--- config.mk ---
export PLATFORM = sky130hd
export DESIGN_NAME = cla_pipe_adder_flat
export DESIGN_NICKNAME = d
export VERILOG_FILES = /design/src/rtl/cla_pipe_adder_if.sv /design/src/rtl/cla_pipe_adder.sv /design/src/flat_wrapper.sv
export SDC_FILE = /design/constraint.sdc
export NUM_CORES = 1
export LEC_CHECK = 0
export ABC_AREA = 1
export BUFFER_PORTS_ARGS = -buffer_cell sky130_fd_sc_hd__buf_2
export CAP_MARGIN = 20
export CELL_PAD_IN_SITES_DETAIL_PLACEMENT = 1
export CELL_PAD_IN_SITES_GLOBAL_PLACEMENT = 1
export CORE_MARGIN = 5
export CORE_UTILIZATION = 39
export DETAILED_ROUTE_END_ITERATION = 8
export GPL_ROUTABILITY_DRIVEN = 0
export PLACE_DENSITY_LB_ADDON = 0.1
export SYNTH_ARGS = -nofsm -noshare
export SYNTH_HDL_FRONTEND = slang
export SYNTH_SLANG_ARGS = --single-unit
--- constraint.sdc ---
create_clock -name clk -period 2.8 [get_ports clk]
set_clock_uncertainty 0.1 [all_clocks]
set_input_delay 0.14 -clock clk [delete_from_list [all_inputs] [get_ports clk]]
set_output_delay 0.14 -clock clk [all_outputs]
set_load 0.005 [all_outputs]
--- src/rtl/cla_pipe_adder_if.sv ---
// Operand/result handshake bundle for cla_pipe_adder.
// The master side offers operands and consumes results; the slave side is the adder.
interface cla_pipe_adder_if #(
  parameter int WIDTH = 32
);
  logic             in_valid;
  logic             in_ready;
  logic [WIDTH-1:0] a;
  logic [WIDTH-1:0] b;
  logic             ci;
  logic             sub;
  logic             out_valid;
  logic             out_ready;
  logic [WIDTH-1:0] s;
  logic             co;
  logic             ovf;

  modport master (
    output in_valid, a, b, ci, sub, out_ready,
    input  in_ready, out_valid, s, co, ovf
  );

  modport slave (
    input  in_valid, a, b, ci, sub, out_ready,
    output in_ready, out_valid, s, co, ovf
  );
endinterface

--- src/rtl/cla_pipe_adder.sv ---
// Pipelined carry-lookahead adder/subtractor: 4-bit lookahead groups ripple within a stage,
// carries are registered between stages and upper operand bits are skewed to follow their word.
module cla_pipe_adder #(
  parameter int WIDTH = 32,
  parameter int PIPE  = 2
) (
  input  logic             clk,
  input  logic             reset,
  cla_pipe_adder_if.slave  bus
);

  localparam int SW  = WIDTH / PIPE;
  localparam int GPS = SW / 4;

  // Returns {carry into group MSB, group carry out, 4-bit sum}.
  function automatic logic [5:0] cla4(input logic [3:0] a, input logic [3:0] b, input logic c0);
    logic [3:0] g;
    logic [3:0] p;
    logic [3:0] c;
    logic       c4;
    g    = a & b;
    p    = a | b;
    c[0] = c0;
    c[1] = g[0] | (p[0] & c0);
    c[2] = g[1] | (p[1] & g[0]) | (p[1] & p[0] & c0);
    c[3] = g[2] | (p[2] & g[1]) | (p[2] & p[1] & g[0]) | (p[2] & p[1] & p[0] & c0);
    c4   = g[3] | (p[3] & g[2]) | (p[3] & p[2] & g[1]) | (p[3] & p[2] & p[1] & g[0])
         | (p[3] & p[2] & p[1] & p[0] & c0);
    return {c[3], c4, a ^ b ^ c};
  endfunction

  // Adds this stage's slice on top of the partial sum; returns {carry into slice MSB, carry out, sum}.
  function automatic logic [WIDTH+1:0] stage_add(input logic [WIDTH-1:0] a,
                                                 input logic [WIDTH-1:0] b,
                                                 input logic [WIDTH-1:0] sum_in,
                                                 input logic             cin,
                                                 input int               stage);
    logic [WIDTH-1:0] sum;
    logic             c;
    logic             c_msb;
    logic [5:0]       r;
    sum   = sum_in;
    c     = cin;
    c_msb = 1'b0;
    for (int g = 0; g < GPS; g++) begin
      r     = cla4(a[stage*SW + g*4 +: 4], b[stage*SW + g*4 +: 4], c);
      sum[stage*SW + g*4 +: 4] = r[3:0];
      c     = r[4];
      c_msb = r[5];
    end
    return {c_msb, c, sum};
  endfunction

  logic             advance;
  logic [WIDTH-1:0] b_eff;
  logic             cin0;

  logic             vld_q  [PIPE];
  logic             cy_q   [PIPE];
  logic [WIDTH-1:0] sum_q  [PIPE];
  logic [WIDTH-1:0] a_q    [PIPE];
  logic [WIDTH-1:0] b_q    [PIPE];
  logic             ovf_q;

  logic             v_in   [PIPE];
  logic             c_in   [PIPE];
  logic [WIDTH-1:0] op_a   [PIPE];
  logic [WIDTH-1:0] op_b   [PIPE];
  logic [WIDTH-1:0] sum_in [PIPE];
  logic [WIDTH+1:0] calc   [PIPE];

  // One global enable: a stalled output freezes every stage, so no word can be overtaken.
  assign bus.in_ready = !vld_q[PIPE-1] || bus.out_ready;
  assign advance      = bus.in_ready;

  // Subtraction is a + ~b + 1; the carry-in port only matters when adding.
  assign b_eff = bus.sub ? ~bus.b : bus.b;
  assign cin0  = bus.sub | bus.ci;

  generate
    for (genvar k = 0; k < PIPE; k++) begin : g_stage
      if (k == 0) begin : g_head
        assign v_in[k]   = bus.in_valid;
        assign op_a[k]   = bus.a;
        assign op_b[k]   = b_eff;
        assign sum_in[k] = '0;
        assign c_in[k]   = cin0;
      end else begin : g_body
        assign v_in[k]   = vld_q[k-1];
        assign op_a[k]   = a_q[k-1];
        assign op_b[k]   = b_q[k-1];
        assign sum_in[k] = sum_q[k-1];
        assign c_in[k]   = cy_q[k-1];
      end
      assign calc[k] = stage_add(op_a[k], op_b[k], sum_in[k], c_in[k], k);
    end
  endgenerate

  always_ff @(posedge clk) begin
    if (reset) begin
      for (int k = 0; k < PIPE; k++) begin
        vld_q[k] <= 1'b0;
        cy_q[k]  <= 1'b0;
        sum_q[k] <= '0;
        a_q[k]   <= '0;
        b_q[k]   <= '0;
      end
      ovf_q <= 1'b0;
    end else if (advance) begin
      for (int k = 0; k < PIPE; k++) begin
        vld_q[k] <= v_in[k];
        cy_q[k]  <= calc[k][WIDTH];
        sum_q[k] <= calc[k][WIDTH-1:0];
        a_q[k]   <= op_a[k];
        b_q[k]   <= op_b[k];
      end
      ovf_q <= calc[PIPE-1][WIDTH+1] ^ calc[PIPE-1][WIDTH];
    end
  end

  assign bus.out_valid = vld_q[PIPE-1];
  assign bus.s         = sum_q[PIPE-1];
  assign bus.co        = cy_q[PIPE-1];
  assign bus.ovf       = ovf_q;

endmodule

--- src/flat_wrapper.sv ---
// flat-port wrapper written by rule: the top's interface ports become plain ports
module cla_pipe_adder_flat 
#(
  parameter int WIDTH = 32,
  parameter int PIPE  = 2
)
  (clk, reset, bus_in_valid, bus_a, bus_b, bus_ci, bus_sub, bus_out_ready, bus_in_ready, bus_out_valid, bus_s, bus_co, bus_ovf);
  cla_pipe_adder_if #(.WIDTH(WIDTH)) bus_i ();
  input  logic clk;
  input  logic reset;
  input wire logic [$bits(bus_i.in_valid)-1:0] bus_in_valid;
  input wire logic [$bits(bus_i.a)-1:0] bus_a;
  input wire logic [$bits(bus_i.b)-1:0] bus_b;
  input wire logic [$bits(bus_i.ci)-1:0] bus_ci;
  input wire logic [$bits(bus_i.sub)-1:0] bus_sub;
  input wire logic [$bits(bus_i.out_ready)-1:0] bus_out_ready;
  output wire logic [$bits(bus_i.in_ready)-1:0] bus_in_ready;
  output wire logic [$bits(bus_i.out_valid)-1:0] bus_out_valid;
  output wire logic [$bits(bus_i.s)-1:0] bus_s;
  output wire logic [$bits(bus_i.co)-1:0] bus_co;
  output wire logic [$bits(bus_i.ovf)-1:0] bus_ovf;
  assign bus_i.in_valid = bus_in_valid;
  assign bus_i.a = bus_a;
  assign bus_i.b = bus_b;
  assign bus_i.ci = bus_ci;
  assign bus_i.sub = bus_sub;
  assign bus_i.out_ready = bus_out_ready;
  assign bus_in_ready = bus_i.in_ready;
  assign bus_out_valid = bus_i.out_valid;
  assign bus_s = bus_i.s;
  assign bus_co = bus_i.co;
  assign bus_ovf = bus_i.ovf;
  cla_pipe_adder #(.WIDTH(WIDTH), .PIPE(PIPE)) u_core (.clk(clk), .reset(reset), .bus(bus_i));
endmodule
==> results of run 1 <==
[what timing repair did]
item                                    CTS  global route
endpoints found under the hold margin     7             0
gates resized for setup                   0             0
endpoints found under the setup margin    0             0
hold buffers                              7             0
[synthesized netlist by cell type (all sizes together) (2+ instances only)]
library cell / number / share of area, %
o21bai: 2 / 0.28
xnor2: 35 / 5.6
xor2: 5 / 0.80
a21oi: 27 / 2.9
nor3: 8 / 1.0
edfxtp: 84 / 46
buf: 7 / 0.73
ha: 64 / 15
clkbuf: 5 / 0.34
inv: 139 / 9.6
nor2: 101 / 7.0
nand3: 10 / 1.1
o21ai: 13 / 1.2
nor4: 3 / 0.34
nand2: 43 / 3.2
fa: 8 / 2.9
[area by class of cell]
| class | instances | area [um2] |
|---|---|---|
| Clock buffer | 10 | 229.0 |
| Clock inverter | 5 | 76.32 |
| Fill cell | 1623 | 7167 |
| Inverter | 139 | 521.8 |
| Multi-Input combinational cell | 330 | 2336 |
| Sequential cell | 85 | 2542 |
| Tap cell | 180 | 225.2 |
| Timing Repair Buffer | 121 | 675.6 |
[where the power goes]
part	total, mW	internal (mW)	switching (mW)
combinational	0.760	0.329	0.431
sequential	1.65	1.59	0.0600
clock	1.25	0.772	0.482
total	3.66	2.69	0.973
[worst max-delay path, cell delays in order (launching register included)]
cell	delay, ns
edfxtp_1	0.43
ha_1	0.22
nor2_1	0.10
nand2_1	0.07
nand3_1	0.08
nand2_2	0.09
nand2_1	0.08
nand2_2	0.10
nand2_1	0.09
nand2_2	0.11
fa_1	0.45
xnor2_1	0.16
nor2_1	0.06
[kinds of logic after synthesis]
kind of cell	synth area share (%)
AND/OR/NAND/NOR	13.34
buffers and inverters	10.65
adder cells (fa/ha/maj)	17.63
AO/OA/AOI/OAI	5.325
flip-flops	46.64
XOR/XNOR	6.426
[how the worst max path moves through the flow]
| stage | endpoint | start | slack, ns |
|---|---|---|---|
| floorplan | u_core.sum_q[0][13] | bus_sub | 0.35 |
| global placement | u_core.sum_q[0][13] | bus_sub | 0.19 |
| detailed placement | u_core.sum_q[0][13] | bus_sub | 0.1 |
| CTS | u_core.sum_q[0][61] | u_core.a_q[0][16] | 0.37 |
| global route | u_core.sum_q[0][61] | u_core.a_q[0][16] | 0.19 |
| finish | u_core.sum_q[0][61] | u_core.a_q[0][16] | 0.41 |
[layer usage]
metal	vias up	wire [um]	global-route usage, %
met5	-	0	0
met1	1891	4784	17.16
met4	0	246	6.242
li1	1991	-	-
met2	73	6330	28.87
met3	16	440	2.625
[metrics by stage]
stage          setup slack [ns]  power (mW)  util [%]  hold WS (ns)
4_1_cts                  0.3677       3.720     47.97     0.0004368
5_1_grt                  0.1946       3.886     47.97       0.01539
2_1_floorplan            0.3460       2.158         -        0.2364
6_report                 0.4092       3.659     47.97      0.009499
3_5_place_dp            0.09716       2.438     45.24        0.3448
3_3_place_gp             0.1854       2.397     45.24        0.3345
[registers in the layout, summed over array words and instances (netlist names)]
register and count:
u_core.cy_q 2, u_core.vld_q 2, u_core.b_q 16, u_core.bus.ovf 1
u_core.sum_q 48, u_core.a_q 16
==> impl_metrics.csv, run 1 <==
group,metric,value,unit
routing,ant_nets,0,
logic_synthesis,syn_avg_cell_area,9.632,um2
sta,fin_crit,2.391,ns
worst_hold_path,hold_end,"u_core.a_q[0][26]",
final_layout,layout_common_cells,"inv_1, buf_2, nor2_1",
final_layout,fin_cells,870,
sta,finalHoldViolCount,0,
sta,rsz0062_at_grt,"false",
cts,cts_post_setup_buffers_inserted,0,
logic_synthesis,syn_area,5451,um2
logic_synthesis,synth-async-reset-ratio,0,%
routing,via_count,3971,
grt,grt_antenna_before_repair,0,
placement,dp.cells,848,
worst_hold_path,hold_start,"bus_a[26]",
logic_synthesis,synth.distinct_cells,36,
sta,max-slew-margin-rel,65.93,%
routing,vias_per_cell,4.564,
routing,drt-pass1-iter-count,4,
grt,grt_pass1_vias,4330,
cts,cts_tree,"built",
sta,finalSetupTns,0,ns
worst_setup_path,rr_endpoint,"u_core.sum_q[0][61]",
worst_setup_path,path_max_fanout,6,
worst_setup_path,r2r-start,"u_core.a_q[0][16]",
logic_synthesis,yosysWarningCount,0,
floorplan,dieArea,16440,um2
worst_setup_path,crit_type,"flop to flop",
placement,place_area,6231,um2
routing,wl_per_cell,13.57,um
floorplan,core,13770,um2
grt,grt_pass1_wl,20140,um
floorplan,die_y,128.2,um
cts,cts.sink_count,85,
final_layout,design_area,6606,um2
cts,cts-root-buf,"clkbuf_16",
logic_synthesis,synthesis.instances,566,
cts,clockBufferDepth,2,
power,leakage,3.377,nW
power,power.density,553.9,nW/um2
grt,gr-total-overflow,0,
worst_hold_path,hold_path_depth,3,
worst_setup_path,reg2reg_setup_slack,0.41,ns
floorplan,fp-row-count,43,
cts,insertion_delay,0.34,ns
final_layout,n_antenna_cell,0,
logic_synthesis,synth_seq_cells,85,
worst_setup_path,worstRegToRegCells,12,
grt,grt.total_usage,15.43,%
floorplan,num_io_pins,106,
logic_synthesis,synth-seq-area-share,46.64,%
cts,path_clk_slew,0.06,ns
worst_hold_path,min_path_type,"input pin to flop",
worst_setup_path,worstPathRequired,2.79,ns
flow_run,cap_violations,0,
run_status,status,"finished clean",
cts,cts_made_buffers,9,
sta,tightest_slew,0.5110,ns
final_layout,fin_nets,828,
logic_synthesis,ys.flop_type,"edfxtp_1",
cts,cts_htree_levels,3,
logic_synthesis,syn_nets,708,
worst_setup_path,crit_path_start_kind,"flop",
sta,finalCritPeriodShare,85.39,%
routing,wl,11800,um
sta,setup_violations,0,
routing,drc_errors,0,
grt,grt_max_degree,36,
power,peakVddDrop,0.0003057,V
sta,fmax,418.3,MHz
logic_synthesis,synth-edff-count,84,
final_layout,drive_gt1_share,22.17,%
routing,drt-initial-drc-count,174,
worst_setup_path,end_kind,"flop",
floorplan,start_util,39.58,%
final_layout,mostFrequentLayoutCell,"inv_1",
floorplan,die_w,128.2,um
placement,hpwl,9182,um
sta,finalMaxSlewViolations,0,
placement,io_buffers,105,
worst_setup_path,cp.arrival,2.38,ns
final_layout,syn2layout_area_growth,21.18,%
No activity file was read; power rests on OpenSTA's default activity.
==> run 2, diff against run 1 <==
Settings changed: CTS_BUF_LIST set to sky130_fd_sc_hd__clkbuf_4 sky130_fd_sc_hd__clkbuf_8 sky130_fd_sc_hd__clkbuf_16.
==> impl_metrics.csv, run 2 (synthesis gave the netlist of run 1 again) <==
group,metric,value,unit
routing,drc_errors,0,
worst_setup_path,crit_type,"flop to flop",
cts,postCtsHoldBufs,7,
grt,gr-total-overflow,0,
cts,cts-root-buf,"clkbuf_16",
power,power.density,555.1,nW/um2
worst_hold_path,hold_path_depth,3,
final_layout,n_antenna_cell,0,
floorplan,fp-row-count,43,
worst_setup_path,worstPathRequired,2.79,ns
floorplan,core,13770,um2
grt,grt_pass1_vias,4333,
power,power,3.669,mW
floorplan,num_io_pins,106,
worst_setup_path,crit_path_start_kind,"flop",
grt,grt_antenna_before_repair,0,
cts,cts_htree_levels,3,
placement,io_buffers,105,
sta,setup_violations,0,
final_layout,top_register,"u_core.sum_q",
final_layout,fin_nets,828,
final_layout,layout_common_cells,"inv_1, buf_2, nor2_1",
final_layout,design_area,6610,um2
worst_setup_path,worstPathCellList,"ha_1 -> nor2_1 -> nand2_1 -> nand3_1 -> nand2_2 -> nand2_1 -> nand2_2 -> nand2_1 -> nand2_2 -> fa_1 -> xnor2_1 -> nor2_1",
floorplan,die_w,128.2,um
final_layout,syn2layout_area_growth,21.25,%
power,peakVddDrop,0.0003057,V
sta,finalSetupTns,0,ns
routing,vias_per_cell,4.564,
routing,ant_nets,0,
sta,rsz0062_at_grt,"false",
sta,fmax,418.3,MHz
routing,drt-initial-drc-count,174,
routing,wl,11800,um
cts,cts_tree,"built",
placement,hpwl,9182,um
worst_setup_path,path_max_fanout,6,
sta,finalCritPeriodShare,85.39,%
final_layout,fillers,1624,
power,leakage,3.380,nW
sta,fin_crit,2.391,ns
sta,finalHoldViolCount,0,
floorplan,dieArea,16440,um2
worst_setup_path,end_kind,"flop",
final_layout,ff_latch_area,2542,um2
final_layout,largest_reg_flops,48,
grt,grt_max_degree,36,
sta,setup_slack,0.4092,ns
worst_setup_path,slowest_stage,"fa_1",
worst_hold_path,min_path_type,"input pin to flop",
worst_setup_path,worstRegToRegCells,12,
final_layout,drive_gt1_share,22.32,%
worst_setup_path,cp.arrival,2.38,ns
final_layout,top_regs,"u_core.sum_q (48), u_core.a_q (16), u_core.b_q (16)",
final_layout,multi_input_comb_area,2336,um2
cts,post_cts_resized,0,
cts,path_clk_slew,0.06,ns
routing,drt-pass1-iter-count,4,
sta,finalMaxSlewViolations,0,
placement,pre_cts_ws,0.09716,ns
sta,tightest_slew,0.5110,ns
worst_setup_path,max_stage_delay,0.45,ns
floorplan,start_util,39.58,%
cts,insertion_delay,0.34,ns
run_status,status,"finished clean",
routing,wl_per_cell,13.57,um
cts,cts_made_buffers,9,
routing,via_count,3971,
cts,cts.sink_count,85,
placement,place_area,6231,um2
grt,grt.total_usage,15.43,%
grt,grt_pass1_wl,20140,um
sta,max-slew-margin-rel,65.93,%
cts,clockBufferDepth,2,
cts,cts_post_setup_buffers_inserted,0,
floorplan,die_y,128.2,um
flow_run,cap_violations,0,
final_layout,mostFrequentLayoutCell,"inv_1",
-- run 2: cell count changes in the layout (fill, tap and decap cells not counted) --
| cell | previous run | this run |
|---|---|---|
| clkbuf_4 | 0 | 1 |
| clkbuf_1 | 1 | 0 |
-- run 2: through the flow --
stage                     std cells  util, %  hold WS (ns)
after floorplan                 566        -        0.2364
after global placement          848    45.24        0.3345
after detailed placement        848    45.24        0.3448
after CTS                       870    47.99     0.0004368
after global routing            870    47.99       0.01539
final                           870    47.99      0.009499
-- run 2: per-layer routing --
layer	track usage (%)	routed length, um	up-vias
met2	28.87	6329	73
met4	6.242	246	0
li1	-	-	1991
met3	2.625	440	16
met5	0	0	-
met1	17.16	4786	1891
-- run 2: critical path, delay by kind of cell, from the launching register on --
kind | cells | cell delay [ns]
XOR/XNOR | 1 | 0.16
adder cells (fa/ha/maj) | 2 | 0.67
flip-flops | 1 | 0.43
AND/OR/NAND/NOR | 9 | 0.78
-- run 2: worst paths after layout --
kind	start	endpoint	slack (ns)
worst max-delay path	u_core.a_q[0][16]	u_core.sum_q[0][61]	0.41
worst min-delay path	bus_a[26]	u_core.a_q[0][26]	0.009
worst max register to register	u_core.a_q[0][16]	u_core.sum_q[0][61]	0.41
worst min register to register	u_core.bus.ovf	u_core.bus.ovf	0.39
-- run 2: area by class of cell --
type / instances / area share [%]
Sequential cell: 85 / 38.46
Multi-Input combinational cell: 330 / 35.34
Timing Repair Buffer: 121 / 10.22
Inverter: 139 / 7.893
Clock buffer: 10 / 3.521
Tap cell: 180 / 3.407
Clock inverter: 5 / 1.155
-- run 2: power by group --
| part | internal, mW | switching [mW] |
|---|---|---|
| Clock | 0.782 | 0.482 |
| Sequential | 1.59 | 0.0600 |
| Combinational | 0.329 | 0.431 |
| Total | 2.70 | 0.973 |
==> run 3, diff against run 2 <==
==> constraint.sdc (replaced) <==
create_clock -name clk -period 2.8 [get_ports clk]
set_clock_uncertainty 0.1 [all_clocks]
set_input_delay 0.42 -clock clk [delete_from_list [all_inputs] [get_ports clk]]
set_output_delay 0.42 -clock clk [all_outputs]
set_load 0.005 [all_outputs]
==> impl_metrics.csv, run 3 (synthesis gave the netlist of run 1 again) <==
group,metric,value,unit
floorplan,core,13770,um2
grt,grt_pass1_vias,4303,
sta,rsz0062_at_grt,"false",
run_status,status,"finished clean",
sta,fin_crit,2.466,ns
floorplan,dieArea,16440,um2
final_layout,n_antenna_cell,0,
routing,vias_per_cell,4.560,
placement,pre_cts_ws,-0.05446,ns
worst_hold_path,min_path_type,"input pin to flop",
final_layout,final_util,47.66,%
grt,grt_antenna_before_repair,0,
placement,place_area,6279,um2
worst_setup_path,crit_path_start_kind,"flop",
routing,via_count,3949,
final_layout,fillers,1637,
final_layout,mostFrequentLayoutCell,"inv_1",
placement,io_buffers,105,
placement,dp.cells,851,
sta,tightest_slew,0.4543,ns
grt,grt.total_usage,15.28,%
final_layout,multi_input_comb_area,2336,um2
power,leakage,3.370,nW
grt,grt_pass1_wl,19770,um
final_layout,top_regs,"u_core.sum_q (48), u_core.a_q (16), u_core.b_q (16)",
grt,grt_max_degree,31,
sta,finalSetupTns,0,ns
cts,path_clk_slew,0.06,ns
routing,drc_errors,0,
grt,gr-total-overflow,0,
worst_setup_path,reg2reg_setup_slack,0.33,ns
final_layout,largest_reg_flops,48,
sta,finalMaxSlewViolations,0,
final_layout,drive_gt1_share,22.89,%
power,power,3.585,mW
sta,finalHoldViolCount,0,
worst_setup_path,cp.arrival,2.45,ns
cts,cts_post_setup_buffers_inserted,0,
floorplan,die_y,128.2,um
worst_setup_path,path_max_fanout,6,
sta,setup_slack,0.3344,ns
routing,drt-pass1-iter-count,4,
routing,drt-initial-drc-count,101,
routing,ant_nets,0,
final_layout,ff_latch_area,2542,um2
sta,whs,0.2703,ns
flow_run,cap_violations,0,
sta,max-slew-margin-rel,69.72,%
power,power.density,546.2,nW/um2
cts,post_cts_resized,0,
cts,cts.sink_count,85,
sta,finalCritPeriodShare,88.06,%
cts,clockBufferDepth,2,
cts,cts-root-buf,"clkbuf_16",
cts,cts_htree_levels,3,
final_layout,fin_nets,824,
final_layout,layout_common_cells,"inv_1, buf_2, nor2_1",
floorplan,num_io_pins,106,
floorplan,start_util,39.58,%
cts,postCtsHoldBufs,0,
routing,wl,11850,um
cts,cts_made_buffers,9,
final_layout,fin_cells,866,
final_layout,design_area,6564,um2
worst_setup_path,worstPathRequired,2.79,ns
power,peakVddDrop,0.0003202,V
final_layout,top_register,"u_core.sum_q",
cts,cts_tree,"built",
floorplan,fp-row-count,43,
sta,fmax,405.6,MHz
cts,insertion_delay,0.35,ns
worst_setup_path,crit_type,"flop to flop",
floorplan,die_w,128.2,um
worst_setup_path,end_kind,"flop",
final_layout,syn2layout_area_growth,20.40,%
sta,setup_violations,0,
routing,wl_per_cell,13.69,um
placement,hpwl,9405,um
-- run 3: report_power, final --
group | internal (mW) | switching [mW] | leakage (nW)
clock | 0.691 | 0.486 | 0.143
combinational | 0.332 | 0.429 | 2.24
sequential | 1.59 | 0.0623 | 0.983
-- run 3: layout make-up --
class / instances / area share [%]
Clock inverter: 5 / 0.8006
Timing Repair Buffer: 117 / 9.950
Clock buffer: 10 / 3.546
Sequential cell: 85 / 38.73
Multi-Input combinational cell: 330 / 35.59
Tap cell: 180 / 3.431
Inverter: 139 / 7.949
-- run 3: path summary, 6_finish.rpt --
kind	from	to	cells past startpoint
max	u_core.a_q[0][16]	u_core.sum_q[0][61]	12
min	bus_a[27]	u_core.a_q[0][27]	3
min reg2reg	u_core.bus.ovf	u_core.bus.ovf	2
max reg2reg	u_core.a_q[0][16]	u_core.sum_q[0][61]	12
-- run 3: critical path, stage by stage, from the launching register on --
cell	delay [ns]
edfxtp_1	0.43
ha_1	0.23
nor2_1	0.12
nand2_1	0.09
nand3_1	0.08
nand2_2	0.08
nand2_1	0.08
nand2_2	0.10
nand2_1	0.09
nand2_2	0.11
fa_1	0.45
xnor2_1	0.17
nor2_1	0.06
-- run 3: routing by layer --
layer / vias up / share of wire [%] / global-route usage (%)
li1: 1981 / - / -
met1: 1895 / 42 / 17.07
met2: 63 / 53 / 28.47
met3: 10 / 3.9 / 3.292
met4: 0 / 1.5 / 5.243
met5: - / 0 / 0
